[config.mk]
export PLATFORM = sky130hd
export DESIGN_NAME = mips_multicycle_ctrl
export DESIGN_NICKNAME = d
export VERILOG_FILES = /design/src/rtl/mips_ctrl_pkg.sv /design/src/rtl/mips_multicycle_ctrl_aludec.sv /design/src/rtl/mips_multicycle_ctrl.sv
export SDC_FILE = /design/constraint.sdc
export NUM_CORES = 1
export LEC_CHECK = 0
export BUFFER_PORTS_ARGS = -buffer_cell sky130_fd_sc_hd__buf_4
export CAP_MARGIN = 20
export CORE_MARGIN = 4
export CORE_UTILIZATION = 43
export CTS_BUF_LIST = sky130_fd_sc_hd__clkbuf_8
export CTS_CLUSTER_SIZE = 20
export DETAILED_ROUTE_END_ITERATION = 8
export PLACE_DENSITY = 0.82
export SETUP_SLACK_MARGIN = 0.3
export SKIP_CTS_REPAIR_TIMING = 1
export SYNTH_ARGS = -nofsm -noshare
export SYNTH_HDL_FRONTEND = slang
export SYNTH_SLANG_ARGS = --single-unit
[constraint.sdc]
create_clock -name clk -period 1.9 [get_ports clk]
set_input_delay 0.19 -clock clk [delete_from_list [all_inputs] [get_ports clk]]
set_output_delay 0.19 -clock clk [all_outputs]
set_load 0.1 [all_outputs]
[src/rtl/mips_ctrl_pkg.sv]
// Shared encodings for the multicycle MIPS control unit: opcodes, functs, FSM states,
// ALU operation codes and datapath select codes.
package mips_ctrl_pkg;

    localparam logic [5:0] OP_RTYPE = 6'b000000;
    localparam logic [5:0] OP_LW    = 6'b100011;
    localparam logic [5:0] OP_SW    = 6'b101011;
    localparam logic [5:0] OP_BEQ   = 6'b000100;
    localparam logic [5:0] OP_BNE   = 6'b000101;
    localparam logic [5:0] OP_ADDI  = 6'b001000;
    localparam logic [5:0] OP_J     = 6'b000010;

    localparam logic [5:0] FN_ADD = 6'b100000;
    localparam logic [5:0] FN_SUB = 6'b100010;
    localparam logic [5:0] FN_AND = 6'b100100;
    localparam logic [5:0] FN_OR  = 6'b100101;
    localparam logic [5:0] FN_SLT = 6'b101010;

    typedef enum logic [3:0] {
        S_FETCH    = 4'd0,
        S_DECODE   = 4'd1,
        S_MEMADR   = 4'd2,
        S_MEMREAD  = 4'd3,
        S_MEMWB    = 4'd4,
        S_MEMWRITE = 4'd5,
        S_EXECUTE  = 4'd6,
        S_ALUWB    = 4'd7,
        S_BRANCH   = 4'd8,
        S_ADDIEX   = 4'd9,
        S_ADDIWB   = 4'd10,
        S_JUMP     = 4'd11
    } state_e;

    typedef enum logic [2:0] {
        ALU_AND = 3'd0,
        ALU_OR  = 3'd1,
        ALU_ADD = 3'd2,
        ALU_SUB = 3'd6,
        ALU_SLT = 3'd7
    } alucontrol_e;

    typedef enum logic [1:0] {
        ALUOP_ADD   = 2'b00,
        ALUOP_SUB   = 2'b01,
        ALUOP_FUNCT = 2'b10
    } aluop_e;

    localparam logic [1:0] SRCB_REGB  = 2'b00;
    localparam logic [1:0] SRCB_FOUR  = 2'b01;
    localparam logic [1:0] SRCB_IMM   = 2'b10;
    localparam logic [1:0] SRCB_IMMSH = 2'b11;

    localparam logic [1:0] PCSRC_ALU    = 2'b00;
    localparam logic [1:0] PCSRC_ALUOUT = 2'b01;
    localparam logic [1:0] PCSRC_JUMP   = 2'b10;

endpackage

[src/rtl/mips_multicycle_ctrl_aludec.sv]
// ALU decoder: maps the FSM's aluop and the instruction funct field to alucontrol,
// flagging R-type functs the ALU does not implement.
module mips_multicycle_ctrl_aludec
    import mips_ctrl_pkg::*;
(
    input  aluop_e     aluop,
    input  logic [5:0] funct,
    output logic [2:0] alucontrol,
    output logic       funct_illegal
);

    always_comb begin
        alucontrol    = ALU_ADD;
        funct_illegal = 1'b0;
        case (aluop)
            ALUOP_ADD: alucontrol = ALU_ADD;
            ALUOP_SUB: alucontrol = ALU_SUB;
            ALUOP_FUNCT: begin
                case (funct)
                    FN_ADD:  alucontrol = ALU_ADD;
                    FN_SUB:  alucontrol = ALU_SUB;
                    FN_AND:  alucontrol = ALU_AND;
                    FN_OR:   alucontrol = ALU_OR;
                    FN_SLT:  alucontrol = ALU_SLT;
                    default: begin
                        alucontrol    = ALU_AND;
                        funct_illegal = 1'b1;
                    end
                endcase
            end
            default: alucontrol = ALU_ADD;
        endcase
    end

endmodule

[src/rtl/mips_multicycle_ctrl.sv]
// Multicycle MIPS control FSM with req/ready memory handshake.
// Optional macro BNE_EN adds bne (op 000101) as an inverted-condition branch.
module mips_multicycle_ctrl
    import mips_ctrl_pkg::*;
#(
    parameter int STATE_W = 4
) (
    input  logic               clk,
    input  logic               rst_n,
    input  logic [5:0]         op,
    input  logic [5:0]         funct,
    input  logic               zero,
    input  logic               mem_ready,
    output logic               mem_req,
    output logic               iord,
    output logic               memwrite,
    output logic               irwrite,
    output logic               regdst,
    output logic               memtoreg,
    output logic               regwrite,
    output logic               alusrca,
    output logic [1:0]         alusrcb,
    output logic [1:0]         pcsrc,
    output logic               pcen,
    output logic [2:0]         alucontrol,
    output logic               illegal,
    output logic [STATE_W-1:0] dbg_state
);

    state_e state_q, state_d;
    aluop_e aluop;
    logic   funct_illegal;
    logic   pcwrite, branch, branch_taken;
    logic   mem_req_c, memwrite_c, irwrite_c, regwrite_c, illegal_c;

    mips_multicycle_ctrl_aludec u_aludec (
        .aluop        (aluop),
        .funct        (funct),
        .alucontrol   (alucontrol),
        .funct_illegal(funct_illegal)
    );

    always_ff @(posedge clk or negedge rst_n) begin
        if (!rst_n) state_q <= S_FETCH;
        else        state_q <= state_d;
    end

`ifdef BNE_EN
    // Remembers whether the branch being executed is bne, captured while op is decoded.
    logic bne_q, bne_d;

    always_comb begin
        bne_d = bne_q;
        if (state_q == S_DECODE) bne_d = (op == OP_BNE);
    end

    always_ff @(posedge clk or negedge rst_n) begin
        if (!rst_n) bne_q <= 1'b0;
        else        bne_q <= bne_d;
    end

    assign branch_taken = zero ^ bne_q;
`else
    assign branch_taken = zero;
`endif

    always_comb begin
        state_d    = state_q;
        mem_req_c  = 1'b0;
        memwrite_c = 1'b0;
        irwrite_c  = 1'b0;
        regwrite_c = 1'b0;
        illegal_c  = 1'b0;
        pcwrite    = 1'b0;
        branch     = 1'b0;
        iord       = 1'b0;
        regdst     = 1'b0;
        memtoreg   = 1'b0;
        alusrca    = 1'b0;
        alusrcb    = SRCB_REGB;
        pcsrc      = PCSRC_ALU;
        aluop      = ALUOP_ADD;
        case (state_q)
            S_FETCH: begin
                mem_req_c = 1'b1;
                alusrcb   = SRCB_FOUR;
                if (mem_ready) begin
                    irwrite_c = 1'b1;
                    pcwrite   = 1'b1;
                    state_d   = S_DECODE;
                end
            end
            S_DECODE: begin
                alusrcb = SRCB_IMMSH;
                case (op)
                    OP_LW, OP_SW: state_d = S_MEMADR;
                    OP_RTYPE:     state_d = S_EXECUTE;
                    OP_BEQ:       state_d = S_BRANCH;
                    OP_ADDI:      state_d = S_ADDIEX;
                    OP_J:         state_d = S_JUMP;
`ifdef BNE_EN
                    OP_BNE:       state_d = S_BRANCH;
`else
                    OP_BNE: begin
                        illegal_c = 1'b1;
                        state_d   = S_FETCH;
                    end
`endif
                    default: begin
                        illegal_c = 1'b1;
                        state_d   = S_FETCH;
                    end
                endcase
            end
            S_MEMADR: begin
                alusrca = 1'b1;
                alusrcb = SRCB_IMM;
                state_d = (op == OP_SW) ? S_MEMWRITE : S_MEMREAD;
            end
            S_MEMREAD: begin
                mem_req_c = 1'b1;
                iord      = 1'b1;
                if (mem_ready) state_d = S_MEMWB;
            end
            S_MEMWB: begin
                memtoreg   = 1'b1;
                regwrite_c = 1'b1;
                state_d    = S_FETCH;
            end
            S_MEMWRITE: begin
                mem_req_c  = 1'b1;
                iord       = 1'b1;
                memwrite_c = 1'b1;
                if (mem_ready) state_d = S_FETCH;
            end
            S_EXECUTE: begin
                alusrca = 1'b1;
                aluop   = ALUOP_FUNCT;
                if (funct_illegal) begin
                    illegal_c = 1'b1;
                    state_d   = S_FETCH;
                end else begin
                    state_d = S_ALUWB;
                end
            end
            S_ALUWB: begin
                regdst     = 1'b1;
                regwrite_c = 1'b1;
                state_d    = S_FETCH;
            end
            S_BRANCH: begin
                alusrca = 1'b1;
                aluop   = ALUOP_SUB;
                pcsrc   = PCSRC_ALUOUT;
                branch  = 1'b1;
                state_d = S_FETCH;
            end
            S_ADDIEX: begin
                alusrca = 1'b1;
                alusrcb = SRCB_IMM;
                state_d = S_ADDIWB;
            end
            S_ADDIWB: begin
                regwrite_c = 1'b1;
                state_d    = S_FETCH;
            end
            S_JUMP: begin
                pcsrc   = PCSRC_JUMP;
                pcwrite = 1'b1;
                state_d = S_FETCH;
            end
            default: state_d = S_FETCH;
        endcase
    end

    // Strobes are masked by rst_n so an access is abandoned the instant reset asserts.
    assign mem_req   = mem_req_c & rst_n;
    assign memwrite  = memwrite_c & rst_n;
    assign irwrite   = irwrite_c & rst_n;
    assign regwrite  = regwrite_c & rst_n;
    assign illegal   = illegal_c & rst_n;
    assign pcen      = (pcwrite | (branch & branch_taken)) & rst_n;
    assign dbg_state = STATE_W'(state_q);

endmodule

==> results of run 1 <==
## per-stage QoR
stage	hold WS [ps]	std cells	area (um^2)
after CTS	-215	159	1230
after detailed placement	18.4	156	1190
after global placement	18.4	156	1190
after floorplan	-106	97	860
## cell families after synthesis
group,Yosys count
AOI/OAI and AO/OA,23
and+or+nand+nor,51
xor gates and xnor gates,4
DFF,4
adders and majority gates,3
muxes,2
buffers and inverters,10
==> results.md, run 1 <==
- Tool Error: [ERROR DPL-0038] Utilization greater than 100%, impossible to legalize
- CTS Buf Count: 3
- Synth warn: 0
- Xor and xnor fraction of the mapped netlist area: a little over 5%
- Clock buffer depth: 2
- H-tree Lvls: 1
- IO Pins: 37
- Stop stage: 5_1_grt
- Synth cell count leaders: nor2_1, nand2_1, nand2b_1, nor3_1
- Synth area leaders: dfrtp_1, nor2_1, ha_1
- Synth unique cells: 39
- Post-Synth Simple-Gate Area: 39.7%
- Synthesized area: between 600 and 700 um^2
- Synth Area in Compound Gates: a little under a quarter
- Starting Density: ~45%
- Area leader, netlist: dfrtp_1
- Asr flop ratio synth: 100%
- Post-Syn Nets: 116
- Worst endpoint type: output port
- Rows: 14
- Die height: between 40 and 50 um
- Synthesized flop and latch total: 4
- Post-synth EDFFs: 0
- Count leader, synth: nor2_1
- CTS root buf: clkbuf_8
- Post-DP HPWL: 1900 um
- Worst EP post-GRT repair: alucontrol[1]
- Synth Flop Type: dfrtp_1
- Die span in x: 47.7 um
- CTS sink cnt: 4
- Register area share after synthesis: 14.8%
- Post-synth top area share: 14.8%
- GPL Wtd Cong: 0.909
- PortBufs: 36
- Syn_area_per_cell: between 6 and 7 um^2
- Largest net degree at the start of global routing: 12
- Mapped Cells: 97
- Post-synthesis mux area share: 3.32%
- Outcome: stopped before the end
- Setup slack at placement: -29.4 ps
- Post-Synth Adder-Cell Area: 5.54%
- Largest family of logic cells by synthesized area: simple AND/OR/NAND/NOR gates
==> run 2: changes to the inputs <==
--- a/config.mk
+++ b/config.mk
@@ -7,13 +7,10 @@
 export LEC_CHECK = 0
 export BUFFER_PORTS_ARGS = -buffer_cell sky130_fd_sc_hd__buf_4
 export CAP_MARGIN = 20
-export CORE_MARGIN = 4
-export CORE_UTILIZATION = 43
-export CTS_BUF_LIST = sky130_fd_sc_hd__clkbuf_8
-export CTS_CLUSTER_SIZE = 20
+export CORE_AREA = 4 4 65 67
 export DETAILED_ROUTE_END_ITERATION = 8
-export PLACE_DENSITY = 0.82
-export SETUP_SLACK_MARGIN = 0.3
+export DIE_AREA = 0 0 69 71
+export PLACE_DENSITY_LB_ADDON = 0.15
 export SKIP_CTS_REPAIR_TIMING = 1
 export SYNTH_ARGS = -nofsm -noshare
 export SYNTH_HDL_FRONTEND = slang
==> run 2 against run 1 <==
Compared with the run above:
- the flow now finishes, with violations (setup timing)
- synthesized area unchanged
- synthesized cell count unchanged
==> results.md, run 2 <==
- Post-synth EDFFs: 0
- Synth unique cells: 39
- Crit path arrival time: 1850 ps
- CTS root buf: clkbuf_8
- Synthesized flop and latch total: 4
- Total grt overflow: 0
- CP Data Required Time: 1710 ps
- Slew headroom: 73.3%
- Rows: 22
- Pleak: 0.000620 uW
- GPL Wtd Cong: 0.814
- Mapped Cells: 97
- Fmax achieved: between 400 and 500 MHz
- Share of cells above drive strength 1: 62.0%
- Drt drc: 0
- Worst-path clk slew: roughly 30 ps
- Die height: about 70 um
- Slew Limit Fails: 0
- R2r setup slk: 280 ps
- Asr flop ratio synth: 100%
- Antenna violations before repair: 0
- Total wire length: 2590 um
- Worst Setup Path Type: flop to output port
- Synth Flop Type: dfrtp_1
- Vias per Instance: 4.59
- First-pass GRT wire length: 4190 um
- Min-Delay Path Class: input port to flop
- Fin crit period: between 2000 and 2500 ps
- Slew @ Worst Pin: 399 ps
- CTS sink cnt: 4
- Nets: 171
- Number of routed nets with antenna violations: 0
- Starting Density: 18.7%
- Synthesized area: 678 um^2
- Total number of vias: 908
- Die span in x: 69 um
- GRT Total Usage: 9.98%
- Syn_area_per_cell: 6.99 um^2
- Synth area leaders: dfrtp_1, nor2_1, ha_1
- Setup Skew: 0.255 ps
- Commonest non-fill, non-tap cell in the layout: buf_4
- PortBufs: 36
- IO Pins: 37
- Worst setup margin: -136 ps
- Post-synth top area share: 14.8%
- Top delay family on crit path: flip-flops
- Violated checks: setup timing
- CP Cell Sequence: nand2b_4, nor2_4, ha_4, nand2_4, o41ai_4, buf_6
- ANT cells: 0
- Initial DRC Count: 13
- Maxcap violations: 0
- Register area share after synthesis: 14.8%
- CTS tree: yes
- IR drop worst, VDD: 0.415 mV
- Synth warn: 0
- 1st-pass router iterations: 4
- Total core area: 3630 um^2
- Outcome: complete, but fails checks
- Final Util: 41.7%
- Layout area overhead: 124%
- H-tree Lvls: 1
- Tot Pwr: 2200 uW
- CP bufs+invs: 1
- CP max stage delay: approximately 490 ps
- Pwr Density: 1450 nW/um^2
- Worst-path maximum fanout: 4
- RSZ-0062 raised after global routing: true
- CTS Buf Count: 3
- Critical Path Sink Type: output port
- Setup crit start kind: flop
- Clock buffer depth: 2
- Count leader, synth: nor2_1
- Number of flip-flops in the largest register: 4
- Die Area: 4900 um^2
- Post-DP HPWL: 2120 um
- Worst hold slack: 252 ps
- Area leader, netlist: dfrtp_1
- Synth cell count leaders: nor2_1, nand2_1, nand2b_1, nor3_1
- Routed len/inst: 13.1 um
- Period utilization: 107%
- Slowest stage cell, crit path: dfrtp_4
- Largest net degree at the start of global routing: 12
- Commonest cells after routing, fill and taps aside: buf_4, nand2_1, nor2_1, buf_6, buf_12
- Post-Syn Nets: between 100 and 150
- Vias in the first global route: 941
- FILL cells: 373
- Clk_lat worst skew: approximately 220 ps
- Hold Fails Final Rpt: 0
- Final setup fails: 4
run 2: logic make-up after synthesis:
group | synth area share (%)
and+or+nand+nor | 39.7
xor gates and xnor gates | 5.17
buffers and inverters | 7.75
AOI/OAI and AO/OA | 23.8
DFF | 14.8
adders and majority gates | 5.54
muxes | 3.32
run 2: worst paths after layout:
kind / cells past startpoint / start / endpoint
max: 6 / dbg_state[3] / alucontrol[1]
min: 2 / mem_ready / dbg_state[2]
max reg2reg: 7 / dbg_state[2] / dbg_state[2]
min reg2reg: 2 / dbg_state[2] / dbg_state[3]
max in group asynchronous: 2 / rst_n / dbg_state[0]
min in group asynchronous: 2 / rst_n / dbg_state[2]
run 2: worst reg2reg max path: stages (launching register included):
cell and delay, ps:
dfrtp_4 490, nand2b_4 160, nand2b_4 170, ha_4 190, buf_4 140, o41ai_4 70, nand2_1 170, o311ai_1 120
run 2: power breakdown:
part	internal, uW	switching (uW)	total [uW]
clock	135	43.0	178
sequential	128	39.5	168
combinational	611	1240	1850
run 2: final cells by class:
| class | instances | area (um^2) | share of cell area [%] |
|---|---|---|---|
| Clock buffer | 3 | 41.3 | 2.72 |
| Inverter | 4 | 18.8 | 1.24 |
| Multi-Input combinational cell | 83 | 762 | 50.2 |
| Sequential cell | 4 | 115 | 7.59 |
| Tap cell | 48 | 60.1 | 3.96 |
| Timing Repair Buffer | 56 | 519 | 34.2 |
run 2: through the flow:
stage	setup TNS, ps	instances	setup WS (ps)	instance area, um^2
2_1_floorplan	-5920	97	-765	846
3_3_place_gp	-13.0	193	-13.0	1260
4_1_cts	-854	196	-262	1300
6_report	-349	198	-136	1520
5_1_grt	-667	198	-206	1520
3_5_place_dp	-46.1	193	-28.1	1260
run 2: per-layer routing:
layer	routed length [um]	part of all wire [%]	GRT usage, %	vias to the layer above
li1	-	-	-	457
met1	1090	42	11.5	420
met2	1300	50	18.9	29
met3	169	6.5	1.70	2
met4	19	0.73	2.60	0
met5	0	0	0	-
No activity file was read; power rests on OpenSTA's default activity.
